$ cat config.mk
export PLATFORM = sky130hd
export DESIGN_NAME = fetch_unit
export DESIGN_NICKNAME = d
export VERILOG_FILES = /design/src/rtl/fetch_unit.sv
export SDC_FILE = /design/constraint.sdc
export NUM_CORES = 1
export LEC_CHECK = 0
export BUFFER_PORTS_ARGS = -buffer_cell sky130_fd_sc_hd__buf_2
export CORE_ASPECT_RATIO = 1.5
export CORE_MARGIN = 4
export CORE_UTILIZATION = 58
export DETAILED_ROUTE_END_ITERATION = 8
export PLACE_DENSITY = 0.94
export SYNTH_ARGS = -nofsm -noshare
export SYNTH_HDL_FRONTEND = slang
export SYNTH_SLANG_ARGS = --single-unit
$ cat constraint.sdc
create_clock -name clk -period 5.9 [get_ports clk]
set_input_delay 0.885 -clock clk [delete_from_list [all_inputs] [get_ports clk]]
set_output_delay 0.885 -clock clk [all_outputs]
set_load 0.02 [all_outputs]
$ cat src/rtl/fetch_unit.sv
// Instruction fetch unit: issues single-word reads to instruction memory and
// pushes {pc, instr} pairs into a downstream queue. A redirect flushes the
// queue and restarts fetching at the new target. A request already issued
// when the redirect arrives is allowed to complete, and its response is then
// thrown away.
module fetch_unit #(
  parameter logic [31:0] RESET_PC    = 32'h0000_0000,
  parameter int          COUNT_WIDTH = 16
) (
  input  logic                   clk,
  input  logic                   reset,
  output logic                   imemReq_OUT,
  output logic [31:0]            imemAddr_OUT,
  input  logic                   imemAck_IN,
  input  logic [31:0]            imemData_IN,
  output logic                   qPushReq_OUT,
  output logic [63:0]            qData_OUT,
  input  logic                   qFull_IN,
  output logic                   qFlush_OUT,
  input  logic                   redirect_IN,
  input  logic [31:0]            redirectPC_IN,
  output logic [COUNT_WIDTH-1:0] pushCount_OUT
);

  typedef enum logic [1:0] {IDLE, FETCH, PUSH, DRAIN} state_t;

  localparam logic [31:0] RESET_PC_ALIGNED = {RESET_PC[31:2], 2'b00};

  state_t                 state_q, state_d;
  logic [31:0]            pc_q, pc_d;
  logic                   imem_req_q, imem_req_d;
  logic [31:0]            imem_addr_q, imem_addr_d;
  logic                   q_push_q, q_push_d;
  logic [63:0]            q_data_q, q_data_d;
  logic                   q_flush_q, q_flush_d;
  logic [COUNT_WIDTH-1:0] push_count_q, push_count_d;
  logic [31:0]            redirect_pc;

  assign redirect_pc = {redirectPC_IN[31:2], 2'b00};

  // Next-state and next-output logic; every output is the image of a flop.
  always_comb begin
    state_d      = state_q;
    pc_d         = pc_q;
    imem_req_d   = imem_req_q;
    imem_addr_d  = imem_addr_q;
    q_push_d     = q_push_q;
    q_data_d     = q_data_q;
    q_flush_d    = 1'b0;
    push_count_d = push_count_q;
    case (state_q)
      IDLE: begin
        state_d    = FETCH;
        imem_req_d = 1'b1;
        if (redirect_IN) begin
          pc_d        = redirect_pc;
          q_flush_d   = 1'b1;
          imem_addr_d = redirect_pc;
        end else begin
          imem_addr_d = pc_q;
        end
      end
      FETCH: begin
        if (redirect_IN) begin
          pc_d      = redirect_pc;
          q_flush_d = 1'b1;
          if (imemAck_IN) begin
            // Response arrived with the redirect: drop it, refetch at target.
            imem_addr_d = redirect_pc;
          end else begin
            // Request still in flight: keep it on the bus until it returns.
            state_d = DRAIN;
          end
        end else if (imemAck_IN) begin
          q_data_d    = {pc_q, imemData_IN};
          q_push_d    = 1'b1;
          pc_d        = pc_q + 32'd4;
          imem_req_d  = 1'b0;
          imem_addr_d = pc_q + 32'd4;
          state_d     = PUSH;
        end
      end
      PUSH: begin
        if (redirect_IN) begin
          pc_d        = redirect_pc;
          q_flush_d   = 1'b1;
          q_push_d    = 1'b0;
          imem_req_d  = 1'b1;
          imem_addr_d = redirect_pc;
          state_d     = FETCH;
        end else if (!qFull_IN) begin
          q_push_d     = 1'b0;
          push_count_d = push_count_q + COUNT_WIDTH'(1);
          imem_req_d   = 1'b1;
          imem_addr_d  = pc_q;
          state_d      = FETCH;
        end
      end
      DRAIN: begin
        if (redirect_IN) begin
          pc_d      = redirect_pc;
          q_flush_d = 1'b1;
        end else if (imemAck_IN) begin
          // Stale response consumed; start the real fetch at the new pc.
          imem_addr_d = pc_q;
          state_d     = FETCH;
        end
      end
      default: state_d = IDLE;
    endcase
  end

  // State and output registers with synchronous active-low reset.
  always_ff @(posedge clk) begin
    if (!reset) begin
      state_q      <= IDLE;
      pc_q         <= RESET_PC_ALIGNED;
      imem_req_q   <= 1'b0;
      imem_addr_q  <= RESET_PC_ALIGNED;
      q_push_q     <= 1'b0;
      q_data_q     <= 64'd0;
      q_flush_q    <= 1'b0;
      push_count_q <= '0;
    end else begin
      state_q      <= state_d;
      pc_q         <= pc_d;
      imem_req_q   <= imem_req_d;
      imem_addr_q  <= imem_addr_d;
      q_push_q     <= q_push_d;
      q_data_q     <= q_data_d;
      q_flush_q    <= q_flush_d;
      push_count_q <= push_count_d;
    end
  end

  assign imemReq_OUT   = imem_req_q;
  assign imemAddr_OUT  = imem_addr_q;
  assign qPushReq_OUT  = q_push_q;
  assign qData_OUT     = q_data_q;
  assign qFlush_OUT    = q_flush_q;
  assign pushCount_OUT = push_count_q;

endmodule

==> results.md, run 1 <==
* Max stage delay on crit path at 920 ps
* Clock Latency Late Sink at 430 ps
* Worst-path clk slew at 70 ps
* Setup bufs post-CTS at 0
* Cells on worst reg2reg path at 6
* Min-Delay Startpoint: qData_OUT[39]$_SDFFE_PN0P_
* Detailed placement HPWL at 14900 um
* Number of port buffers at 181
* Max_slew headroom at 0.271
* Worst Setup End Kind: flip-flop
* CP arrival at 3440 ps
* EDFF count, synth at 0
* Die height at 148 um
* Overflow after GRT at 0
* Most instantiated cells after synthesis: 189 x nand2_1, 149 x dfxtp_1, 124 x a21oi_1
* Crit path depth at 6
* Fillcell total at 1058
* H-tree depth at 4
* Post-Syn Instances at 976
* Setup violations, final at 0
* Register area share after synthesis at 0.392
* Routed len/inst at 18.0 um
* RePlAce Congestion at 0.943
* Top cell type's share of synthesized area at 0.392
* Slowest-stage cell, CP: nor2_4
* Number of synthesized register bits at 149
* Clk sinks at 149
* Peak VDD IR at 0.000230 V
* Placeable core region at 0.0130 mm2
* Final min period at 3090 ps
* Slew @ Worst Pin at 1090 ps
* Fin crit share at 0.523
* Critical path startpoint category: primary input
* Power per cell area at 282 mW/mm2
* Yosys top cell by area: dfxtp_1
* CP startpoint: imemAck_IN
* Mean Syn Cell Area at 7.80 um2
* Fmax achieved at 0.324 GHz
* Synth top area cells: dfxtp_1 39%, nand2_1 9.3%, a21oi_1 8.2%
* CTS Buf Count at 17
* Post-synth top flop: dfxtp_1
* Vias per inst at 6.27
* Count of cell types in the netlist at 72
* Critical path class: primary input to flip-flop
* Cell with the most instances after synthesis: nand2_1
* Fin area at 0.00889 mm2
* WL final at 22800 um
* Hold Path Class: flip-flop to flip-flop
* Outcome: finished, final reports clean
* Worst path top cell family by delay: simple AND/OR/NAND/NOR gates
* Synth-to-Final Area Change at 16.8%
* Row count at 51
* Io pins at 184
* Number of detailed-route iterations in the first pass at 7
* Hold path cells at 2
* Setup_tns at 0 ps
* Post-cts repair resize count at 0
* Final hold vios at 0
* Die area at 0.0151 mm2
* Static Leak at 3.57 nW
* Critical Path, Cell by Cell: buf_2, nand3b_1, nor2_4, buf_4, nand2_1, a21oi_1
* Starting DRT DRC Count at 984
* Global-route usage over all layers at 0.302
* Hold Buf Count CTS at 0
* DRC errors left at 0
* Largest net degree at the start of global routing at 105
* Antenna-violating nets left at 0
* Synth warn at 0
* Worst Skew at 11.9 ps
* Global-route wire length before repair at 36500 um
* Cell area after placement at 0.00832 mm2
* Worst endpoint required time at 6260 ps
* Initial Util at 0.588
* WP buf/inv at 2
* RSZ-0062 raised after global routing: false
* Via count at 7921
* Root buf cell: clkbuf_16
* Fin nets at 1160
* Vias in the first global route at 7654
* Initial antenna violation count at 2
* Longest Clk Path Bufs at 2
* Final Max Slew Viols at 0
* Share of layout cells above drive strength 1 at 0.228
* Post-synthesis net count at 1047
* CTS tree: built
* MaxCap Viol Count at 0
* DIE WIDTH at 102 um
* R2r startpoint: state_q[1]$_SDFFE_PN0P_
* Worst Path Max Fanout at 37
* Ys async rst share at 0
* Synth Cell Area at 0.00761 mm2
## per-stage QoR
| step | total power [mW] | hold slack (ps) | setup slack [ps] | utilization | cells |
|---|---|---|---|---|---|
| after global routing | 2.59 | 468 | 2630 | 0.686 | 1263 |
| after global placement | 1.46 | 436 | 2450 | 0.642 | 1229 |
| after floorplan | 1.36 | 441 | 3580 | - | 976 |
| after detailed placement | 1.47 | 443 | 2390 | 0.642 | 1229 |
| after CTS | 2.50 | 452 | 2850 | 0.686 | 1261 |
| final | 2.50 | 449 | 2810 | 0.686 | 1263 |
## cell type report
type,count,area [um2],share of cell area
antenna,2,5.00,0.000563
clock buffer,18,429,0.0483
clock inverter,14,136,0.0153
inverter,9,33.8,0.00380
multi-input combinational,722,4130,0.465
sequential,149,2980,0.335
tap,159,199,0.0224
timing repair buffer,190,973,0.109
## metal layers
layer / GRT usage / part of all wire
met1: 0.354 / 0.35
met2: 0.497 / 0.49
met3: 0.0713 / 0.11
met4: 0.173 / 0.049
met5: 0 / 0
## cells in the final DEF (no fill, tap or decap), types with 4 or more instances in the layout
| cell type | instances |
|---|---|
| nand2_1 | 188 |
| buf_2 | 181 |
| dfxtp_1 | 149 |
| a21oi_1 | 124 |
| nor2_1 | 59 |
| o21ai_0 | 40 |
| xnor2_1 | 32 |
| nand3_1 | 29 |
| nand2b_1 | 22 |
| nand4_1 | 22 |
| clkbuf_16 | 17 |
| a31oi_1 | 14 |
| nor3_1 | 13 |
| mux2i_1 | 13 |
| xor2_1 | 11 |
| and3_1 | 10 |
| or3_1 | 10 |
| o211ai_1 | 9 |
| buf_4 | 9 |
| inv_1 | 8 |
| nor4_1 | 8 |
| nor2b_1 | 7 |
| o22ai_1 | 7 |
| and2_1 | 6 |
| and4_1 | 6 |
| o21a_1 | 6 |
| a311oi_1 | 6 |
| a221oi_1 | 6 |
| nor4_2 | 5 |
| o221a_2 | 4 |
| o32ai_1 | 4 |
| inv_8 | 4 |
| inv_6 | 4 |
## cell families (layout without fill, tap and decap cells)
logic type	Yosys count	in the layout	synth area share
simple gates	404	404	0.259
compound gates	258	258	0.209
flops	149	149	0.392
buf+inv	105	231	0.0667
xor+xnor	43	43	0.0495
mux	15	15	0.0201
fa+ha+maj	2	2	0.00329
other cells	0	2	0
## worst paths after layout
path                                              endpoint  slack [ps]
worst min-delay path            qData_OUT[39]$_SDFFE_PN0P_         450
worst max register to register   qData_OUT[2]$_SDFFE_PN0P_        2940
worst max-delay path             qData_OUT[2]$_SDFFE_PN0P_        2810
worst min register to register  qData_OUT[39]$_SDFFE_PN0P_         450
## flip-flops by register name, indices dropped and copies added (netlist names)
| signal | flops |
|---|---|
| imemAddr_OUT | 32 |
| qFlush_OUT | 1 |
| state_q | 2 |
| pushCount_OUT | 16 |
| qData_OUT | 64 |
| imemReq_OUT | 1 |
| qPushReq_OUT | 1 |
| pc_q | 32 |
## power breakdown
| part | switching [mW] | internal [mW] | total (mW) |
|---|---|---|---|
| clock | 0.485 | 0.559 | 1.04 |
| combinational | 0.219 | 0.126 | 0.345 |
| sequential | 0.0595 | 1.05 | 1.11 |
## worst min-delay path: cells and delay by family (launching register included)
kind            cells  cell delay, ps
simple gates        1              50
flops               1             310
compound gates      1              50
Power figures use the tool's default switching activity.
==> run 2: changes to the inputs <==
Settings changed: ABC_AREA from default to 1, CORE_UTILIZATION 58 to 49, PLACE_DENSITY 0.94 to 0.85.
Clock period 5.9 ns to 2.7 ns, I/O delays scaled along.
==> results.md, run 2 <==
* Die area at 0.0173 mm2 (+15%)
* Fin crit share at 0.818
* Total power at 5.80 mW (+130%)
* Initial Util at 0.497 (-0.0907)
* Io pins at 184 (unchanged)
* Yosys top cell by area: dfxtp_1
* Hold Path Class: primary input to flip-flop
* Number of detailed-route iterations in the first pass at 5 (-2)
* Hold Buf Count CTS at 0 (unchanged)
* Vias in the first global route at 7935 (+3.7%)
* Final hold vios at 0 (unchanged)
* CP arrival at 2510 ps (-930 ps)
* Routed len/inst at 15.1 um (-16%)
* Fin area at 0.00904 mm2 (+1.7%)
* Commonest non-fill, non-tap cell in the layout: nor2_1
* Share of layout cells above drive strength 1 at 0.199 (-0.0287)
* H-tree depth at 4 (unchanged)
* Post-cts repair resize count at 0 (unchanged)
* Most frequent cells in the layout: 230 x nor2_1, 185 x nand2_1, 181 x buf_2
* Non-filler cells, final at 1496 (+18%)
* CTS Buf Count at 17 (unchanged)
* Most instantiated cells after synthesis: 230 x nor2_1, 185 x nand2_1, 149 x dfxtp_1
* Setup bufs post-CTS at 0 (unchanged)
* Post-synth top flop: dfxtp_1
* DRC errors left at 0 (unchanged)
* DP Cell Count at 1463 (+19%)
* Power per cell area at 642 mW/mm2 (+130%)
* Post-Syn Instances at 1128 (+16%)
* Via count at 8144 (+2.8%)
* Cell area after placement at 0.00846 mm2 (+1.7%)
* Synth top area cells: dfxtp_1 40%, nor2_1 12%, nand2_1 9.3%
* Die height at 159 um (+7.3%)
* Util after Layout at 0.603 (-0.0839)
* Synth Cell Area at 0.00746 mm2 (-2.1%)
* Row count at 55 (+7.8%)
* Worst Path Max Fanout at 29 (-22%)
* Fin nets at 1354 (+17%)
* Critical path class: flip-flop to flip-flop
* Global-route wire length before repair at 36900 um (+1.1%)
* Antenna-violating nets left at 0 (unchanged)
* Root buf cell: clkbuf_16
* Peak VDD IR at 0.000351 V (+53%)
* Register area share after synthesis at 0.400 (+0.00822)
* Count of cell types in the netlist at 40 (-44%)
* Initial antenna violation count at 3 (+1)
* Clock Latency Late Sink at 430 ps (about the same)
* Starting DRT DRC Count at 522 (-47%)
* Global-route usage over all layers at 0.261 (-0.0407)
* Critical path startpoint category: flip-flop
* DIE WIDTH at 109 um (+7.1%)
* Slew @ Worst Pin at 675 ps (-418 ps)
* Final min period at 2210 ps
* Clk sinks at 149 (unchanged)
* Mean Syn Cell Area at 6.61 um2 (-15%)
* Overflow after GRT at 0 (unchanged)
* Setup_tns at 0 ps (unchanged)
* CTS tree: built
* Static Leak at 4.03 nW (+13%)
* Max reg flops at 64 (unchanged)
* Vias per inst at 5.44 (-13%)
* Post-synthesis net count at 1199 (+15%)
* Worst Skew at 9.51 ps (-2.36 ps)
* Final Max Slew Viols at 0 (unchanged)
* Largest net degree at the start of global routing at 43 (-59%)
* Longest Clk Path Bufs at 2 (unchanged)
* Ys async rst share at 0 (unchanged)
* Setup violations, final at 0 (unchanged)
* Number of synthesized register bits at 149 (unchanged)
* Synth warn at 0 (unchanged)
* RePlAce Congestion at 0.960 (+1.8%)
* Placeable core region at 0.0150 mm2 (+16%)
* Worst-path clk slew at 70 ps (about the same)
* Number of port buffers at 181 (unchanged)
* Outcome: finished, final reports clean
* MaxCap Viol Count at 0 (unchanged)
* Setup slack after layout at 491 ps (-2320 ps)
* WL final at 22600 um (-0.83%)
* Fin Hold WS at 193 ps (-256 ps)
* Reg2Reg Setup Slack at 490 ps (-2450 ps)
* Fmax achieved at 0.453 GHz
* Worst Setup End Kind: flip-flop
* Top cell type's share of synthesized area at 0.400 (+0.00822)
* Synth-to-Final Area Change at 21.2%
* Setup Slack @ Placement at 564 ps (-1830 ps)
* EDFF count, synth at 0 (unchanged)
* Worst endpoint required time at 3000 ps (-3260 ps)
* Max_slew headroom at 0.549 (+0.278)
* RSZ-0062 raised after global routing: false
* Cell with the most instances after synthesis: nor2_1
* Detailed placement HPWL at 15900 um (+6.2%)
## run 2: cell count changes in the layout (fill, tap and decap cells not counted), sizes merged, moves of 26 or more
cell / delta
nor2: +179
o21ai: +77
inv: +92
xnor2: -31
a211oi: +26
## run 2: layout make-up
cell class	count	area, um2
Multi-Input combinational cell	814	3800
Clock inverter	15	146
Clock buffer	17	425
Inverter	103	387
Timing Repair Buffer	198	1050
Tap cell	199	249
Antenna cell	1	2.50
Sequential cell	149	2980
Fill cell	1407	5960
## run 2: routing by layer
metal / up-vias / share of wire / GRT usage / routed length, um
met5: - / 0.00049 / 0 / 11
met2: 391 / 0.50 / 0.452 / 11300
met3: 59 / 0.087 / 0.0698 / 1970
met4: 2 / 0.036 / 0.131 / 809
li1: 4031 / - / - / -
met1: 3661 / 0.38 / 0.288 / 8470
## run 2: critical path, cell delays in order (launching register included)
cell and delay, ps:
dfxtp_1 400, buf_4 270, nor2_1 110, nand3_1 160, o21ai_2 100, nor2_4 320, inv_2 370, nor3_1 230
a21oi_1 100
## run 2: power breakdown
| part | internal, mW | switching, mW | leakage (nW) |
|---|---|---|---|
| sequential | 2.36 | 0.114 | 1.22 |
| clock | 1.29 | 1.03 | 0.275 |
| combinational | 0.323 | 0.677 | 2.54 |
| total | 3.97 | 1.83 | 4.03 |
## run 2: cells by family (layout without fill, tap and decap cells)
group	Yosys count	count (layout)	synth area share
fa+ha+maj	2	2	0.00336
compound gates	294	294	0.216
simple gates	515	515	0.287
other cells	0	1	0
flops	149	149	0.400
buf+inv	165	333	0.0903
xor+xnor	3	3	0.00352
## run 2: worst paths after layout
kind | endpoint | startpoint | cells after the start
setup / recovery | imemAddr_OUT[23]$_SDFFE_PN0P_ | state_q[0]$_SDFFE_PN0P_ | 8
setup reg to reg | imemAddr_OUT[23]$_SDFFE_PN0P_ | state_q[0]$_SDFFE_PN0P_ | 8
hold / removal | qData_OUT[31]$_SDFFE_PN0P_ | imemData_IN[31] | 3
hold reg to reg | pc_q[0]$_SDFFE_PN0P_ | pc_q[0]$_SDFFE_PN0P_ | 2
